[src/rtl/sevenseg_scan_capture.sv]
// Rebuilds the frame shown on a multiplexed 4-digit 7-segment bus
// and decodes each captured digit pattern to a character code.
module sevenseg_scan_capture #(
   parameter int unsigned SETTLE_CYCLES  = 16,
   parameter int unsigned TIMEOUT_CYCLES = 2000000
) (
   input  logic        CLK,
   input  logic        RST,
   input  logic [3:0]  AN,
   input  logic [6:0]  DISP,
   output logic [27:0] FRAME,
   output logic [19:0] CODES,
   output logic        FRAME_VALID,
   output logic        ERR_MULTI,
   output logic        SCAN_TIMEOUT
);

   localparam int unsigned TW = $clog2(TIMEOUT_CYCLES + 1);
   localparam logic [7:0] SETTLE = 8'(SETTLE_CYCLES);
   localparam logic [7:0] STB_AT = 8'(SETTLE_CYCLES - 1);
   localparam logic [TW-1:0] TMO = TW'(TIMEOUT_CYCLES);

   logic [10:0]     samp_q, samp_d;
   logic [7:0]      stab_q, stab_d;
   logic [3:0]      seen_q, seen_d;
   logic [3:0][6:0] shad_q, shad_d;
   logic [27:0]     frame_q, frame_d;
   logic [19:0]     codes_q, codes_d;
   logic [TW-1:0]   tmo_q, tmo_d;
   logic            fv_q, err_q, err_d, to_q, to_d;
   logic [3:0]      an_n;
   logic            stb, one_low, multi, cap, done, tmo_hit;

   function automatic logic [4:0] dec(input logic [6:0] p);
      unique case (p)
         7'b1000000: dec = 5'h00;
         7'b1111001: dec = 5'h01;
         7'b0100100: dec = 5'h02;
         7'b0110000: dec = 5'h03;
         7'b0011001: dec = 5'h04;
         7'b0010010: dec = 5'h05;
         7'b0000010: dec = 5'h06;
         7'b1111000: dec = 5'h07;
         7'b0000000: dec = 5'h08;
         7'b0010000: dec = 5'h09;
         7'b0001000: dec = 5'h0A;
         7'b0000011: dec = 5'h0B;
         7'b1000110: dec = 5'h0C;
         7'b0100001: dec = 5'h0D;
         7'b0000110: dec = 5'h0E;
         7'b0001110: dec = 5'h0F;
         7'b1111111: dec = 5'h10;
         7'b0111111: dec = 5'h11;
         default:    dec = 5'h1F;
      endcase
   endfunction

   always_comb begin
      samp_d = {AN, DISP};
      if (samp_d != samp_q)
         stab_d = '0;
      else if (stab_q == SETTLE)
         stab_d = stab_q;
      else
         stab_d = stab_q + 8'd1;

      // counter passes STB_AT exactly once per stable episode
      stb     = (stab_q == STB_AT);
      an_n    = ~samp_q[10:7];
      one_low = (an_n != '0) && ((an_n & (an_n - 4'd1)) == '0);
      multi   = (an_n != '0) && !one_low;
      cap     = stb && one_low;
      err_d   = stb && multi;

      shad_d = shad_q;
      for (int i = 0; i < 4; i++)
         if (cap && an_n[i]) shad_d[i] = samp_q[6:0];

      done = cap && ((seen_q | an_n) == 4'hF);

      if (done)
         tmo_d = '0;
      else if (tmo_q == TMO)
         tmo_d = tmo_q;
      else
         tmo_d = tmo_q + 1'b1;
      tmo_hit = (tmo_d == TMO) && (tmo_q != TMO);

      if (done || tmo_hit)
         seen_d = '0;
      else if (cap)
         seen_d = seen_q | an_n;
      else
         seen_d = seen_q;

      if (done)
         to_d = 1'b0;
      else if (tmo_hit)
         to_d = 1'b1;
      else
         to_d = to_q;

      frame_d = done ? shad_d : frame_q;
      codes_d = done ? {dec(frame_d[27:21]), dec(frame_d[20:14]),
                        dec(frame_d[13:7]), dec(frame_d[6:0])}
                     : codes_q;
   end

   always_ff @(posedge CLK) begin
      if (RST) begin
         samp_q  <= '1;
         stab_q  <= '0;
         seen_q  <= '0;
         shad_q  <= '1;
         frame_q <= '1;
         codes_q <= {4{5'h10}};
         tmo_q   <= '0;
         fv_q    <= 1'b0;
         err_q   <= 1'b0;
         to_q    <= 1'b0;
      end else begin
         samp_q  <= samp_d;
         stab_q  <= stab_d;
         seen_q  <= seen_d;
         shad_q  <= shad_d;
         frame_q <= frame_d;
         codes_q <= codes_d;
         tmo_q   <= tmo_d;
         fv_q    <= done;
         err_q   <= err_d;
         to_q    <= to_d;
      end
   end

   assign FRAME        = frame_q;
   assign CODES        = codes_q;
   assign FRAME_VALID  = fv_q;
   assign ERR_MULTI    = err_q;
   assign SCAN_TIMEOUT = to_q;

endmodule

[config.mk]
export PLATFORM = sky130hd
export DESIGN_NAME = sevenseg_scan_capture
export DESIGN_NICKNAME = d
export VERILOG_FILES = /design/src/rtl/sevenseg_scan_capture.sv
export SDC_FILE = /design/constraint.sdc
export NUM_CORES = 1
export LEC_CHECK = 0
export BUFFER_PORTS_ARGS = -buffer_cell sky130_fd_sc_hd__buf_4
export CORE_MARGIN = 10
export CORE_UTILIZATION = 50
export CTS_BUF_LIST = sky130_fd_sc_hd__clkbuf_4 sky130_fd_sc_hd__clkbuf_8 sky130_fd_sc_hd__clkbuf_16
export DETAILED_ROUTE_END_ITERATION = 16
export GPL_ROUTABILITY_DRIVEN = 0
export PLACE_DENSITY = 0.78
export SLEW_MARGIN = 20
export SYNTH_ARGS = -nofsm -noshare
export SYNTH_HDL_FRONTEND = slang
export SYNTH_SLANG_ARGS = --single-unit
export TNS_END_PERCENT = 5
[constraint.sdc]
create_clock -name CLK -period 4.25 [get_ports CLK]
set_clock_uncertainty 0.1 [all_clocks]
set_input_delay 1.275 -clock CLK [delete_from_list [all_inputs] [get_ports CLK]]
set_output_delay 1.275 -clock CLK [all_outputs]
set_load 0.02 [all_outputs]
-- Word-level counts from Yosys, hierarchy flattened
Cells that the tools add are included.
- register bits after elaboration: 123
- input bits: 13
- word-level logic and storage cells: 126
- add/sub/neg operators: 3
- eq/ne operators: 75
- mux-type cells: 11
- bitwise gates (word level): 3
- reduce and logical (&&, ||, !) cells: 21
- operators by type and width (operator ; count):
    one-hot mux 5 bit (18 select lines) ; 4
    equality test 7 bit (second input constant) ; 20
    equality test 7 x 6 -> 1 bit (second input constant) ; 16
    equality test 7 x 5 -> 1 bit (second input constant) ; 12
    equality test 7 x 2 -> 1 bit (second input constant) ; 8
    equality test 7 x 4 -> 1 bit (second input constant) ; 8
    equality test 21 bit (second input constant) ; 2
    two-way mux 21 bit ; 2
    equality test 7 x 3 -> 1 bit (second input constant) ; 4
    logical NOT 7 bit ; 4
    two-way mux 28 bit ; 1
    two-way mux 7 bit ; 4
    adder 21 x 1 -> 21 bit (second input constant) ; 1
    inequality test 21 bit (second input constant) ; 1
    inequality test 11 bit ; 1
    logical AND 1 bit ; 10
    adder 8 x 1 -> 8 bit (second input constant) ; 1
    equality test 8 x 4 -> 1 bit (second input constant) ; 1
    equality test 8 x 5 -> 1 bit (second input constant) ; 1
    OR reduction 2 bit ; 3
    AND 4 bit ; 1
    equality test 4 bit (second input constant) ; 1
    logical NOT 4 bit ; 1
    NOT 4 bit ; 1
    other kinds (5) ; 5

-- Logic depth before layout (Yosys ltp)
Gate-level depths: netlist of run 1.
- depth in word-level cells: 12
- gate-level depth with buffers: 12

-- Least setup slack after synthesis of run 1
No wires, ideal clock.
- path type: register -> register
- start: register stab_q[0]
- end: register codes_q[14] (netlist: CODES[14])
- library setup time: 0.074 ns
- arrival: 2.792 ns
- path slack: 1.284 ns
- stages on the path, launching flop included: 11
- buffers on the path: 1
- period minus slack after synthesis: 2.966 ns
- cells stage by stage: dfxtp_1 > ha_1 > nand4b_2 > nor3_2 > buf_2 > mux2i_1 > nor3_1 > a31o_2 > a211oi_1 > nand4_1 > a31oi_1
- cells in the longest elaborated chain, start to end: 7
- elaborated cells on any way between the ends: 25
- classes of those cells: 18 x eq/ne; 3 x mux; 4 x reduce/logical
- ends and longest elaborated chain (what ; RTL line ; text):
    from (decl) ; 24 ; logic [7:0] stab_q, stab_d;
    from (signal assigned) ; 123 ; stab_q <= stab_d;
    equality test 8 x 4 -> 1 bit (*) ; 68 ; stb = (stab_q == STB_AT);
    logical AND 1 bit (*) ; 72 ; cap = stb && one_low;
    logical AND 1 bit ; 77 ; if (cap && an_n[i]) shad_d[i] = samp_q[6:0];
    two-way mux 7 bit ; 77 ;
    two-way mux 28 bit ; 103 ; frame_d = done ? shad_d : frame_q;
    equality test 7 x 6 -> 1 bit, or another cell as far along ; 35 ; unique case (p)
    one-hot mux 5 bit (18 select lines) ; 35 ;
    to (signal assigned) ; 116 ; codes_q <= {4{5'h10}};
    to (signal assigned) ; 127 ; codes_q <= codes_d;
    to (decl) ; 28 ; logic [19:0] codes_q, codes_d;
Mark *: on every way between the ends. The rest lies on a longest branch, timed or not.
A chain may end at the register's enable or synchronous reset.

-- Worst setup path after layout of run 1
- start: register samp_q[8]
- end: register codes_q[1] (netlist: CODES[1])
- cells in the longest elaborated chain, start to end: 11
- elaborated cells on any way between the ends: 32
- classes of those cells: 1 x add/sub; 18 x eq/ne; 3 x mux; 3 x bitwise; 7 x reduce/logical
- ends and longest elaborated chain (what ; RTL line ; text):
    from (decl) ; 23 ; logic [10:0] samp_q, samp_d;
    from (signal assigned) ; 122 ; samp_q <= samp_d;
    NOT 4 bit (*) ; 69 ; an_n = ~samp_q[10:7];
    subtractor 4 x 1 -> 4 bit ; 70 ; one_low = (an_n != '0) && ((an_n & (an_n - 4'd1)) == '0);
    AND 4 bit ; 70 ;
    logical NOT 4 bit ; 70 ;
    logical AND 1 bit ; 70 ;
    logical AND 1 bit ; 72 ;
    logical AND 1 bit ; 77 ;
    two-way mux 7 bit ; 77 ;
    two-way mux 28 bit ; 103 ;
    equality test 7 x 6 -> 1 bit, or another cell as far along ; 35 ;
    one-hot mux 5 bit (18 select lines) ; 35 ;
Marks and branches as above.

==> impl_metrics.ini, run 1 <==
[critical_path]
critical_path.max_fanout = 17
worstPathBufferInverterCount = 1
critPathLaunchType = flop
cp_cell_sequence = and4b_1 > a311o_1 > nand3_2 > buf_4 > o31ai_1 > a211o_1 > a211oi_1 > and3_1 > o31a_1
path_class = flop to flop
cpMaxStageDelayCell = sky130_fd_sc_hd__and4b_1
worstPathRequired_ns = 4.47
critical_path.top_delay_family = compound AO/OA/AOI/OAI gates
worst_setup_path_end_kind = flop
timing.critical_path.arrival_ns = 4.03
cp_slowest_stage_delay_ns = 0.60

[logic_synthesis]
synth.cell_area_um2 = 8290
mux_share_of_post_synthesis_cell_area_pct = 11.9
synth-compound-area-share_pct = 17.8
synth_async_sr_flop_share_pct = 0
post_synth_xor_area_fraction_pct = 4.76
average_size_of_a_mapped_cell_um2 = 7.88
synth_top_area_share_pct = 29.7
synth.net_count = 1069
ys_top_cells_by_area = sky130_fd_sc_hd__dfxtp_1 30%, sky130_fd_sc_hd__mux2i_1 7.2%, sky130_fd_sc_hd__nor2_1 4.8%, sky130_fd_sc_hd__mux2_2 4.6%, sky130_fd_sc_hd__nand2_1 4.3%
yosys.area.top_type = sky130_fd_sc_hd__dfxtp_1
seq_area_frac_synth_pct = 29.7
synth_flop_cell = sky130_fd_sc_hd__dfxtp_1
synthCells = 1052
synthSimpleGateAreaFrac_pct = 30.3
yosys.area_share.adder_pct = 0.725
synth_edf_count = 0
yosysUniqueCellTypes = 78
synth_top_family_by_area = simple AND/OR/NAND/NOR gates
synth-warning-count = 0
ys_seq_elements = 123

[clocking]
cts.sink_count = 123
cts_tree = built
cts-root-buf = sky130_fd_sc_hd__clkbuf_16
cts_resized = 0
path_clk_slew_ns = 0.05
worstSkewPairLatency_ns = 0.43
clk_path_buf_depth = 2
clock_tree.htree_level_count = 4
cts_hold_repair.buffers = 0
cts_post_setup_buffers_inserted = 0
cts_inserted_buffers = 17

[sta]
least_margin_pin_slew_ns = 0.897
final.hold.worst_slack_ns = 0.347
layout_worst_path_cycle_share_pct = 89.7
worst_slack_ns = 0.439
setup-tns-final_ns = 0
rsz0062_at_grt = no
setup_viol = 0
fmaxAchievable_ghz = 0.262
fin_crit_ns = 3.81
final_max_slew_viol_count = 0
timing_hold_violations_final = 0
slew_headroom_pct = 40.1

[placed_design]
total_instance_count_after_detailed_placement = 1286
post_dp_cell_area_um2 = 8950
place.detailed.hpwl_mm = 17.6
post-place-ws_ns = 0.563
port_buffers = 63

[die]
floorplan.initialDensity_pct = 50.5
core-area_um2 = 16400
die_height_um = 149
chipWidth_um = 149
num_io_pins = 64
die-area_um2 = 22100
fp-row-count = 47

[power]
static_leakage_nw = 3.50
p_per_area_nw_per_um2 = 288
post-layout-total-power_mw = 2.75
worst_ir_drop_vdd_mv = 0.298

[hold_path]
min-delay-path-class = flop to flop

[final_layout]
area_growth_pct = 15.0
antenna_diode_instance_count = 0
layout.cell_area.non_filler_um2 = 9530
final_cell_mix = 123 x sky130_fd_sc_hd__dfxtp_1, 107 x sky130_fd_sc_hd__nor2_1, 96 x sky130_fd_sc_hd__nand2_1
layout-drive-gt1-share_pct = 17.5
postLayoutCoreUtil_pct = 58.1
n_fill_cell = 1444
layout.nets = 1102
finish.cell_count_without_fillers = 1315
most_frequent_standard_cell_in_the_layout_excluding_fill_and_tap_cells = sky130_fd_sc_hd__dfxtp_1

[global_route]
number_of_antenna_violations_at_the_first_check_in_global_routing = 0
first_global_vias = 8246
grt_start_max_net_pins = 69
globalRouteOverflowTotal = 0
groute.usage.overall_pct = 22.7
wire_length_of_the_first_global_routing_pass_mm = 41.6

[route]
drt-wirelength-per-cell_um = 19.3
num_vias = 8570
drt_first_pass_iters = 6
detail-route-antenna-nets = 0
initialDrtViolationCount = 1008
totalWireLength_mm = 25.4
drt_drc_violations_left = 0
avgViaCountPerCell = 6.52

[outcome]
status = completed

[job]
timing.max_cap.violations = 0
## power breakdown
group / internal (mW) / total [mW] / switching [mW]
combinational: 0.0468 / 0.134 / 0.0870
sequential: 1.16 / 1.18 / 0.0194
clock: 0.925 / 1.43 / 0.509
total: 2.13 / 2.75 / 0.615
## registers in the layout, indices dropped and copies added (netlist names)
name,flops
stab_q,8
SCAN_TIMEOUT,1
FRAME,28
CODES,20
samp_q,11
shad_q,28
tmo_q,21
ERR_MULTI,1
FRAME_VALID,1
seen_q,4
## layout make-up
cell class,instances,area [um2],area share (%)
Clock buffer,22,494,5.19
Clock inverter,7,90.1,0.945
Inverter,16,60.1,0.630
Multi-Input combinational cell,834,5440,57.1
Sequential cell,123,2460,25.8
Tap cell,220,275,2.89
Timing Repair Buffer,93,711,7.46
## kinds of logic (layout without fill, tap and decap cells)
logic type	count (synthesis)	after routing
AND/OR/NAND/NOR	474	474
AO/OA/AOI/OAI	216	216
flip-flops	123	123
buffers and inverters	95	138
multiplexers	94	94
XOR/XNOR	45	45
adder cells (fa/ha/maj)	5	5
## tightest hold or removal path, cell delays in order (launching register included)
cell	delay, ns
sky130_fd_sc_hd__dfxtp_1	0.31
sky130_fd_sc_hd__inv_1	0.05
sky130_fd_sc_hd__a21oi_1	0.05
## synth_stat cells (7+ instances only)
cell and number:
sky130_fd_sc_hd__mux2_2 34, sky130_fd_sc_hd__buf_2 19, sky130_fd_sc_hd__nand4_1 19, sky130_fd_sc_hd__o21ai_0 33
sky130_fd_sc_hd__or2_2 18, sky130_fd_sc_hd__clkbuf_1 57, sky130_fd_sc_hd__nand2_1 96, sky130_fd_sc_hd__inv_1 16
sky130_fd_sc_hd__mux2i_1 60, sky130_fd_sc_hd__a21oi_1 40, sky130_fd_sc_hd__o31ai_1 16, sky130_fd_sc_hd__dfxtp_1 123
sky130_fd_sc_hd__nand3_1 46, sky130_fd_sc_hd__nor3b_1 9, sky130_fd_sc_hd__nor4b_1 7, sky130_fd_sc_hd__o22ai_1 7
sky130_fd_sc_hd__nor4_1 33, sky130_fd_sc_hd__a211oi_1 9, sky130_fd_sc_hd__o211ai_1 10, sky130_fd_sc_hd__a31oi_1 34
sky130_fd_sc_hd__and3_1 21, sky130_fd_sc_hd__nand2b_1 22, sky130_fd_sc_hd__nor2_1 107, sky130_fd_sc_hd__xnor2_1 18
sky130_fd_sc_hd__nor3_1 41, sky130_fd_sc_hd__xor2_1 27
## per-layer routing
metal | vias to the layer above | GRT usage, % | wire length (um)
met1 | 3949 | 28.6 | 10400
met3 | 104 | 5.92 | 2670
li1 | 3973 | - | -
met2 | 544 | 35.1 | 11400
met4 | 0 | 11.7 | 880
met5 | - | 0 | 0
## path summary, 6_finish.rpt
kind,start,depth (start not counted),slack [ns],end
worst min-delay path,SCAN_TIMEOUT,2,0.35,SCAN_TIMEOUT
worst min register to register,SCAN_TIMEOUT,2,0.35,SCAN_TIMEOUT
worst max register to register,samp_q[8],9,0.44,CODES[1]
worst max-delay path,samp_q[8],9,0.44,CODES[1]
Note: power is estimated with default switching activity, not from simulation.
==> run 2: changes to the inputs <==
--- a/config.mk
+++ b/config.mk
@@ -12,6 +12,7 @@
 export DETAILED_ROUTE_END_ITERATION = 16
 export GPL_ROUTABILITY_DRIVEN = 0
 export PLACE_DENSITY = 0.78
+export REMOVE_ABC_BUFFERS = 1
 export SLEW_MARGIN = 20
 export SYNTH_ARGS = -nofsm -noshare
 export SYNTH_HDL_FRONTEND = slang
==> run 2 against run 1 <==
Compared with the run above:
- sequential power about the same
- global-route usage decreased by 0.13 points
- core utilization decreased by 0.37 points
- die area unchanged
- via count decreased by 0.82%
- fmax decreased by 2.4%
- power decreased by 0.97%
- routed wire length decreased by 0.54%
- sequential share of layout area increased by 0.16 points
- register-to-register slack got worse by 0.09 ns
- final area decreased by 0.63%
- flip-flop and latch count unchanged
- critical path type unchanged
- highest routed layer unchanged
==> impl_metrics.ini, run 2 (synthesis gave the netlist of run 1 again) <==
[placed_design]
port_buffers = 63
place.detailed.hpwl_mm = 17.7
post_dp_cell_area_um2 = 8900

[sta]
final.hold.worst_slack_ns = 0.352
least_margin_pin_slew_ns = 0.927
timing_hold_violations_final = 0
rsz0062_at_grt = no
setup_viol = 0
fin_crit_ns = 3.91
layout_worst_path_cycle_share_pct = 91.9
slew_headroom_pct = 36.6
fmaxAchievable_ghz = 0.256
final_max_slew_viol_count = 0

[global_route]
first_global_vias = 8192
number_of_antenna_violations_at_the_first_check_in_global_routing = 0
groute.usage.overall_pct = 22.6
grt_start_max_net_pins = 69
globalRouteOverflowTotal = 0
wire_length_of_the_first_global_routing_pass_mm = 41.5

[route]
drt_drc_violations_left = 0
drt-wirelength-per-cell_um = 19.2
totalWireLength_mm = 25.2
avgViaCountPerCell = 6.47
num_vias = 8500
drt_first_pass_iters = 7
detail-route-antenna-nets = 0
initialDrtViolationCount = 963

[final_layout]
area_growth_pct = 14.3
n_fill_cell = 1508
final_cell_mix = 123 x sky130_fd_sc_hd__dfxtp_1, 107 x sky130_fd_sc_hd__nor2_1, 96 x sky130_fd_sc_hd__nand2_1
layout.nets = 1098
postLayoutCoreUtil_pct = 57.7
antenna_diode_instance_count = 0
layout.cell_area.non_filler_um2 = 9470
layout-drive-gt1-share_pct = 17.4
most_frequent_standard_cell_in_the_layout_excluding_fill_and_tap_cells = sky130_fd_sc_hd__dfxtp_1

[critical_path]
path_class = flop to flop
critical_path.max_fanout = 22
cpMaxStageDelayCell = sky130_fd_sc_hd__mux2i_1
cp_slowest_stage_delay_ns = 0.64
timing.critical_path.arrival_ns = 4.16
most_repeated_library_cell_on_the_critical_path = sky130_fd_sc_hd__a31oi_1
worstRegToRegCells = 10
worstReg2RegStart = stab_q[0]
cp_cell_sequence = ha_1 > and4b_1 > nand2_1 > nor3_4 > buf_4 > mux2i_1 > nor4_1 > o311ai_1 > a31oi_1 > a31oi_1
worst_setup_path_end_kind = flop
cp-startpoint = stab_q[0]
worstSetupPathDepth = 10
critical_path.top_delay_family = simple AND/OR/NAND/NOR gates
worstPathBufferInverterCount = 1
worstPathRequired_ns = 4.50
critPathLaunchType = flop

[power]
worst_ir_drop_vdd_mv = 0.278
swShare_pct = 22.8
p_seq_share_pct = 43.5
combinationalPowerShare_pct = 4.8
p_per_area_nw_per_um2 = 287
clock_power_share_pct = 51.7
power_switching_mw = 0.622
static_leakage_nw = 3.48
internal_power_mw = 2.10

[clocking]
clock_tree.htree_level_count = 4
cts-root-buf = sky130_fd_sc_hd__clkbuf_16
cts_tree = built
worstSkewPairLatency_ns = 0.42
cts_hold_repair.buffers = 0
cts.sink_count = 123
cts_inserted_buffers = 17
path_clk_slew_ns = 0.06
cts_resized = 0
clk_path_buf_depth = 2
cts_post_setup_buffers_inserted = 0

[die]
die_height_um = 149
die-area_um2 = 22100
chipWidth_um = 149
core-area_um2 = 16400
fp-row-count = 47
floorplan.initialDensity_pct = 50.5
num_io_pins = 64

[job]
timing.max_cap.violations = 0

[hold_path]
min_delay_path_depth = 2
min-delay-path-class = flop to flop
hold_start = SCAN_TIMEOUT

[outcome]
status = completed
-- run 2: worst paths after layout --
check	endpoint	slack, ns
worst max-delay path	CODES[17]	0.34
worst min-delay path	SCAN_TIMEOUT	0.35
worst max register to register	CODES[17]	0.34
worst min register to register	SCAN_TIMEOUT	0.35
-- run 2: layer usage --
layer / wire length (um) / track usage (%) / vias to the layer above
met5: 0 / 0 / -
met4: 886 / 10.6 / 0
met3: 2370 / 5.71 / 96
met2: 11600 / 36.1 / 522
met1: 10400 / 27.9 / 3922
li1: - / - / 3960
-- run 2: layout make-up --
type	instances	area [um2]	share of cell area, %
Clock buffer	22	469	4.95
Multi-Input combinational cell	834	5440	57.4
Inverter	16	60.1	0.634
Sequential cell	123	2460	26.0
Timing Repair Buffer	89	668	7.05
Clock inverter	9	97.6	1.03
Tap cell	220	275	2.91
-- run 2: per-stage QoR --
| stage | setup TNS [ns] | power [mW] | worst slack [ns] | instances |
|---|---|---|---|---|
| 2_1_floorplan | -12.76 | 1.27 | -0.877 | 973 |
| 3_3_place_gp | 0 | 1.33 | 0.577 | 1282 |
| 3_5_place_dp | 0 | 1.33 | 0.435 | 1282 |
| 4_1_cts | 0 | 2.74 | 0.445 | 1313 |
| 5_1_grt | 0 | 2.81 | 0.0601 | 1313 |
| 6_report | 0 | 2.72 | 0.345 | 1313 |
-- run 2: power by group through the flow --
stage | logic [mW] | clock network (mW) | registers, mW
2_1_floorplan | 0.0678 | 0 | 1.21
3_3_place_gp | 0.126 | 0 | 1.21
3_5_place_dp | 0.127 | 0 | 1.21
4_1_cts | 0.128 | 1.43 | 1.18
5_1_grt | 0.140 | 1.48 | 1.19
6_report | 0.131 | 1.41 | 1.18
-- run 2: worst reg2reg max path, stage by stage (launching register included) --
cell and delay (ns):
sky130_fd_sc_hd__dfxtp_1 0.40, sky130_fd_sc_hd__ha_1 0.25, sky130_fd_sc_hd__and4b_1 0.44, sky130_fd_sc_hd__nand2_1 0.18
sky130_fd_sc_hd__nor3_4 0.55, sky130_fd_sc_hd__buf_4 0.39, sky130_fd_sc_hd__mux2i_1 0.64, sky130_fd_sc_hd__nor4_1 0.13
sky130_fd_sc_hd__o311ai_1 0.34, sky130_fd_sc_hd__a31oi_1 0.22, sky130_fd_sc_hd__a31oi_1 0.20
==> run 3: changes to the inputs <==
==> constraint.sdc (replaced) <==
create_clock -name CLK -period 4 [get_ports CLK]
set_clock_uncertainty 0.1 [all_clocks]
set_input_delay 1.2 -clock CLK [delete_from_list [all_inputs] [get_ports CLK]]
set_output_delay 1.2 -clock CLK [all_outputs]
set_load 0.02 [all_outputs]
==> run 3 against run 2 <==
Compared with the run above:
- final cell count up 0.76%
- final area up 1.4%
- setup slack better by 0.16 ns
- clock power up 13%
- flip-flop and latch count unchanged
- first-iteration DRC count up 2.5%
- via count up 0.84%
- sequential share of layout area down 0.35 points
- register-to-register slack better by 0.16 ns
- core utilization up 0.79 points
- routed wire length up 1.9%
- critical path type unchanged
- critical endpoint is now CODES[11]
- largest power group unchanged
- highest routed layer unchanged
==> impl_metrics.ini, run 3 (synthesis gave the netlist of run 1 again) <==
[outcome]
status = completed

[final_layout]
area_growth_pct = 15.9
most_frequent_standard_cell_in_the_layout_excluding_fill_and_tap_cells = sky130_fd_sc_hd__dfxtp_1
postLayoutCoreUtil_pct = 58.5
n_fill_cell = 1468
final_cell_mix = 123 x sky130_fd_sc_hd__dfxtp_1, 107 x sky130_fd_sc_hd__nor2_1, 96 x sky130_fd_sc_hd__nand2_1, 96 x sky130_fd_sc_hd__buf_4, 60 x sky130_fd_sc_hd__mux2i_1
antenna_diode_instance_count = 0
layout.nets = 1107
layout-drive-gt1-share_pct = 18.1
layout.cell_area.non_filler_um2 = 9600

[power]
p_per_area_nw_per_um2 = 312
power_switching_mw = 0.719
p_seq_share_pct = 41.9
worst_ir_drop_vdd_mv = 0.323
combinationalPowerShare_pct = 5.0
internal_power_mw = 2.27
static_leakage_nw = 3.53
clock_power_share_pct = 53.1
swShare_pct = 24.0

[clocking]
worstSkewPairLatency_ns = 0.44
cts_resized = 0
path_clk_slew_ns = 0.06
cts_inserted_buffers = 17
clk_path_buf_depth = 2
cts_hold_repair.buffers = 0
cts-root-buf = sky130_fd_sc_hd__clkbuf_16
cts.sink_count = 123
cts_post_setup_buffers_inserted = 0
cts_tree = built
clock_tree.htree_level_count = 4

[critical_path]
worst_setup_path_end_kind = flop
path_class = flop to flop
worstRegToRegCells = 9
worstReg2RegStart = stab_q[0]
cp-startpoint = stab_q[0]
critPathLaunchType = flop
timing_endpoint_of_the_critical_path = CODES[11]
regToRegEndpoint = CODES[11]
timing.critical_path.arrival_ns = 3.70
critical_path.max_fanout = 9
reg2reg_slack_ns = 0.50
worstPathRequired_ns = 4.20

[sta]
slew_headroom_pct = 36.0
final.hold.worst_slack_ns = 0.348
setup_viol = 0
fmaxAchievable_ghz = 0.286
least_margin_pin_slew_ns = 0.936
fin_crit_ns = 3.50
rsz0062_at_grt = no
timing_hold_violations_final = 0
final_max_slew_viol_count = 0
layout_worst_path_cycle_share_pct = 87.4

[route]
totalWireLength_mm = 25.7
detail-route-antenna-nets = 0
drt_first_pass_iters = 8
avgViaCountPerCell = 6.48
drt-wirelength-per-cell_um = 19.4
num_vias = 8571
drt_drc_violations_left = 0
initialDrtViolationCount = 987

[die]
die_height_um = 149
core-area_um2 = 16400
die-area_um2 = 22100
fp-row-count = 47
chipWidth_um = 149
num_io_pins = 64
floorplan.initialDensity_pct = 50.5

[global_route]
number_of_antenna_violations_at_the_first_check_in_global_routing = 0
globalRouteOverflowTotal = 0
wire_length_of_the_first_global_routing_pass_mm = 41.3
grt_start_max_net_pins = 40
groute.usage.overall_pct = 22.5
first_global_vias = 8148

[hold_path]
min-delay-path-class = flop to flop

[placed_design]
port_buffers = 63
post_dp_cell_area_um2 = 9000
place.detailed.hpwl_mm = 18.1

[job]
timing.max_cap.violations = 0
==> run 3: cell count changes in the layout (fill, tap and decap cells not counted), sizes merged <==
cell,previous run,this run
buf,89,98
clkbuf,22,18
bufinv,2,3
inv,16,17
clkinvlp,1,6
clkinv,6,4
==> run 3: metrics by stage <==
stage                     setup WS, ns  power, mW  std cells  setup TNS [ns]
after floorplan                  -1.13       1.35        973          -20.59
after global placement           0.659       1.42       1291               0
after detailed placement         0.624       1.42       1291               0
after CTS                        0.601       3.00       1323               0
after global routing             0.303       3.06       1323               0
final                            0.504       2.99       1323               0
==> run 3: cell type report <==
type	count	area [um2]	share of cell area [%]
timing repair buffer	98	761	7.92
clock inverter	14	171	1.79
clock buffer	18	433	4.51
tap	220	275	2.87
sequential	123	2460	25.6
multi-input combinational	834	5440	56.6
inverter	16	60.1	0.625
==> run 3: routing by layer <==
layer  global-route usage (%)  wire [um]  vias to the layer above
met2                     35.8      12000                      536
met4                     10.1        787                        0
li1                         -          -                     3978
met1                     28.0      10500                     3967
met3                     5.89       2460                       90
met5                        0          0                        -
==> run 3: worst min path at each step <==
stage	slack (ns)	cells after the start	start	end
after floorplan	0.33	1	seen_q[0]	seen_q[0]
after global placement	0.34	2	SCAN_TIMEOUT	SCAN_TIMEOUT
after detailed placement	0.34	2	SCAN_TIMEOUT	SCAN_TIMEOUT
after CTS	0.35	2	SCAN_TIMEOUT	SCAN_TIMEOUT
after global routing	0.38	1	seen_q[3]	seen_q[3]
final	0.35	2	SCAN_TIMEOUT	SCAN_TIMEOUT
==> run 3: critical path: stages (launching register included) <==
cell and delay (ns):
sky130_fd_sc_hd__dfxtp_1 0.39, sky130_fd_sc_hd__ha_1 0.25, sky130_fd_sc_hd__nand4b_2 0.31, sky130_fd_sc_hd__nor3_2 0.65
sky130_fd_sc_hd__mux2i_1 0.50, sky130_fd_sc_hd__o32ai_1 0.16, sky130_fd_sc_hd__nor3_1 0.19, sky130_fd_sc_hd__a21bo_2 0.24
sky130_fd_sc_hd__a2111oi_0 0.45, sky130_fd_sc_hd__a21oi_1 0.12
==> run 3: power groups by stage <==
stage          Sequential (mW)  Clock, mW  Combinational, mW
2_1_floorplan             1.28          0             0.0720
3_3_place_gp              1.28          0              0.144
3_5_place_dp              1.28          0              0.146
4_1_cts                   1.25       1.60              0.147
5_1_grt                   1.25       1.65              0.161
6_report                  1.25       1.59              0.150
